### config.mk
export PLATFORM = sky130hd
export DESIGN_NAME = div16_post
export DESIGN_NICKNAME = d
export VERILOG_FILES = /design/src/rtl/div16_post.sv
export SDC_FILE = /design/constraint.sdc
export NUM_CORES = 1
export LEC_CHECK = 0
export CORE_UTILIZATION = 50
export CTS_BUF_LIST = sky130_fd_sc_hd__clkbuf_4 sky130_fd_sc_hd__clkbuf_8
export DETAILED_ROUTE_END_ITERATION = 12
export PLACE_DENSITY = 0.76
export SLEW_MARGIN = 20
export SYNTH_ARGS = -nofsm -noshare
export SYNTH_HDL_FRONTEND = slang
export SYNTH_SLANG_ARGS = --single-unit
### constraint.sdc
create_clock -name clk -period 2.8 [get_ports clk]
set_input_delay 0.56 -clock clk [delete_from_list [all_inputs] [get_ports clk]]
set_output_delay 0.56 -clock clk [all_outputs]
set_load 0.01 [all_outputs]
### src/rtl/div16_post.sv
// div16_post: output stage of the pipelined 16-bit divider.
// Sign correction, divide-by-zero / overflow override, registered result.
module div16_post #(
    parameter int STAGES = 16
) (
    input  logic        clk,
    input  logic        rst_n,
    input  logic        in_valid,
    input  logic        in_signed,
    input  logic [15:0] in_dividend,
    input  logic [15:0] in_divisor,
    input  logic [31:0] acc_in,
    output logic        out_valid,
    output logic [15:0] quotient,
    output logic [15:0] remainder,
    output logic        div_zero,
    output logic        overflow
);

    typedef struct packed {
        logic        v;
        logic        dz;
        logic        ov;
        logic        neg_q;
        logic        neg_r;
        logic [15:0] dvd;
    } side_t;

    side_t       w_head;
    side_t       w_tail;
    side_t       r_line [0:STAGES];
    logic [15:0] w_q_mag;
    logic [15:0] w_r_mag;
    logic [15:0] w_q;
    logic [15:0] w_r;

    // Issue-cycle decode of the raw operands into sideband flags
    always_comb begin
        w_head.v     = in_valid;
        w_head.dz    = (in_divisor == 16'h0000);
        w_head.ov    = in_signed
                     & (in_dividend == 16'h8000)
                     & (in_divisor == 16'hFFFF);
        w_head.neg_q = in_signed & (in_dividend[15] ^ in_divisor[15]);
        w_head.neg_r = in_signed & in_dividend[15];
        w_head.dvd   = in_dividend;
    end

    // Sideband delay line; slot STAGES lines up with acc_in
    always_ff @(posedge clk or negedge rst_n) begin
        if (!rst_n) begin
            for (int i = 0; i <= STAGES; i++) begin
                r_line[i] <= '0;
            end
        end else begin
            r_line[0] <= w_head;
            for (int i = 1; i <= STAGES; i++) begin
                r_line[i] <= r_line[i-1];
            end
        end
    end

    assign w_tail  = r_line[STAGES];
    assign w_q_mag = acc_in[15:0];
    assign w_r_mag = acc_in[31:16];

    // Result select: exceptions override the chain's magnitudes
    always_comb begin
        w_q = w_q_mag;
        w_r = w_r_mag;
        unique case (1'b1)
            w_tail.dz: begin
                w_q = 16'hFFFF;
                w_r = w_tail.dvd;
            end
            w_tail.ov: begin
                w_q = 16'h8000;
                w_r = 16'h0000;
            end
            default: begin
                w_q = w_tail.neg_q ? (~w_q_mag + 16'd1) : w_q_mag;
                w_r = w_tail.neg_r ? (~w_r_mag + 16'd1) : w_r_mag;
            end
        endcase
    end

    // Registered result; data holds between retirements
    always_ff @(posedge clk or negedge rst_n) begin
        if (!rst_n) begin
            out_valid <= 1'b0;
            quotient  <= 16'h0000;
            remainder <= 16'h0000;
            div_zero  <= 1'b0;
            overflow  <= 1'b0;
        end else begin
            out_valid <= w_tail.v;
            if (w_tail.v) begin
                quotient  <= w_q;
                remainder <= w_r;
                div_zero  <= w_tail.dz;
                overflow  <= w_tail.ov & ~w_tail.dz;
            end
        end
    end

endmodule
==> out/summary.txt <==
Drt wl/cell = 14.4 microns
Starting density of the core = 51.1%
Yosys cell types = 35
Worst Clk Skew = 0.0161 ns
Leading cell type in the layout, fill and taps excluded = dfrtp_1
Setup Fix Bufs, Post-CTS = 0
Total negative setup slack = 0 ns
Seq/Total Area, Yosys = 88.0%
Hold Path End = r_line[0]$_DFF_PN0_
Worst skew pair latency = 0.56 ns
Post-Place Worst Slack = 0.115 ns
Critical path launch point type = input port
Chip width = 151 microns
Max-cap violations = 0
Vias in the first global route = 5653
# setup viols final = 0
Synthesized area = 0.0111 sq mm
Hold path cells = 0
R2R Setup Slk = 1.03 ns
Worst reg-to-reg path cell count = 2
Reg-to-reg endpoint = remainder[12]$_DFFE_PN0P_
Fill cell count = 1451
Period utilisation layout = 76.2%
Nets = 847
Post-synthesis register bit count = 392
FMAX = 0.469 GHz
Post-route ant nets = 0
Worst IR Drop VDD = 0.530 mV
Pwr dens = 803 mW/mm^2
CORE AREA = 0.0218 sq mm
Hold Worst Slack = 0.340 ns
Core Rows = 54
Die ar. = 0.0229 sq mm
Drt drc = 0
H-tree depth = 2
Initial DRC Count = 188
Die Height = 151 microns
Synth Warn # = 0
Num CTS Buffers = 55
Total Power = 11100 uW
Antenna fix cells = 0
CP Max Fanout = 4
Status = complete, no violations
RSZ-0062 raised after global routing = false
TritonCTS clock tree = built
WL final = 15800 microns
Ports = 103
CP required = 3.21 ns
Worst-path clk slew = 0.06 ns
Avg Cell Area, Syn = 17.9 sq um
FF-to-FF Start = r_line[20]$_DFF_PN0_
Arr. time, crit path = 2.54 ns
Final Slew Violations = 0
Most frequent cells in the layout = dfrtp_1, clkdlybuf4s50_1, clkbuf_8
Overflow after GRT = 0
Vias/cell = 4.80
Worst Setup End Kind = flip-flop
Setup CP Type = input port to flip-flop
GP Congestion = 0.947
CTS sink cnt = 392
Largest net degree at the start of global routing = 75
Initial antenna violation count = 0
Synth Net Count = 691
Fraction of layout cells with a size suffix above 1 = 13.7%
Total number of vias = 5272
Worst Tran Pin Value = 0.736 ns
Drt pass-1 iters = 4
Final Hold Vio Count = 0
Worst setup margin = 0.666 ns
Synthesis-to-layout area growth = 23.6%
Clock Tree Buf Depth = 3
Syn Inst Count = 621
Min-delay src = r_line[21]$_DFF_PN0_
All-Layer GR Usage = 15.0%
Final core utilization = 63.1%
Tmin final = 2.13 ns
Hold WC Path Type = flip-flop to flip-flop
Max-slew headroom = 50.9%
IO buf count = 102
Final HPWL DP = 9810 microns
Post_cts resized = 0
First-pass GRT wire length = 26600 microns
Clock Tree Root = clkbuf_8
Leak Pwr = 0.00624 uW
per-layer routing:
layer,vias up,wire length (microns),global-route usage (%),part of all wire (%)
li1,2382,-,-,-
met3,32,960,3.55,6.1
met1,2660,6540,18.4,41
met5,-,0,0,0
met4,0,295,6.35,1.9
met2,198,8000,25.7,51
cell usage after synthesis:
cell        n  area [sq um]
a21o_1      1          7.51
o21ai_0    23           115
buf_1       1          3.75
nor2_1     18          67.6
and2_1      1          6.26
or4_1       3          22.5
o22a_1      1          8.76
a22oi_1     5          37.5
o221ai_1   12           105
or3b_2      1          8.76
clkbuf_1   12          45.0
nand2_1    31           116
a41oi_1     1          8.76
inv_1      21          78.8
or3_1       1          6.26
o41ai_1     3          26.3
a31oi_1     1          6.26
nor4_2      1          12.5
nor3b_1     1          7.51
and4_1      1          8.76
o31ai_4     1          21.3
nor4_1      9          56.3
nand3b_1    1          7.51
nor3_1      5          25.0
xnor2_1    10          87.6
a21oi_1    22           110
o31ai_1     6          45.0
ha_1        2          25.0
nand4_1     4          25.0
xor2_1     19           166
dfrtp_1   392          9810
nand2b_1    3          18.8
nand3_1     6          30.0
o21ai_1     1          5.00
or4_4       1          11.3
report_power, final:
part | total, uW | switching [uW] | leakage (uW) | internal (uW)
logic | 555 | 284 | 0.000920 | 271
clock network | 4420 | 1870 | 0.000626 | 2550
registers | 6080 | 112 | 0.00469 | 5970
total | 11100 | 2260 | 0.00624 | 8790
final cells by class:
cell class / count / area (sq um) / area share (%)
Inverter: 21 / 78.8 / 0.573
Clock inverter: 4 / 26.3 / 0.191
Multi-Input combinational cell: 195 / 1210 / 8.76
Timing Repair Buffer: 112 / 1150 / 8.38
Clock buffer: 94 / 1140 / 8.31
Tap cell: 280 / 350 / 2.54
Sequential cell: 392 / 9810 / 71.2
cells by family after synthesis:
kind of cell	synth area share [%]
flops	88.0
compound gates	4.46
fa+ha+maj	0.225
xor+xnor	2.28
simple gates	3.86
buf+inv	1.15
worst max path at each step:
stage	from	end	slack, ns	cells past startpoint
floorplan	acc_in[11]	quotient[15]$_DFFE_PN0P_	0.86	5
global placement	acc_in[5]	quotient[11]$_DFFE_PN0P_	0.30	6
detailed placement	acc_in[5]	quotient[13]$_DFFE_PN0P_	0.12	6
CTS	remainder[0]$_DFFE_PN0P_	remainder[0]	0.73	1
global route	acc_in[5]	quotient[13]$_DFFE_PN0P_	0.44	6
finish	acc_in[5]	quotient[13]$_DFFE_PN0P_	0.67	6
worst max-delay path, cell delays in order:
cell and delay [ns]:
clkdlybuf4s50_1 0.50, nor4_1 0.50, nand2_1 0.25, o41ai_1 0.44, xor2_1 0.19, o221ai_1 0.11
flip-flops by register name, summed over array words and instances (netlist names):
| signal | count |
|---|---|
| remainder | 16 |
| out_valid | 1 |
| r_line | 357 |
| overflow | 1 |
| quotient | 16 |
| div_zero | 1 |
what timing repair did:
action / 4_1_cts / 5_1_grt
endpoints found under the hold margin: 67 / 0
setup endpoints to repair: 0 / 0
hold buffers: 1 / 0
metrics by stage:
step | instance area, sq um | std cells
after floorplan | 11100 | 621
after global placement | 12600 | 999
after detailed placement | 12600 | 999
after CTS | 13800 | 1098
after global routing | 13800 | 1098
final | 13800 | 1098
(Power assumes the default switching activity.)
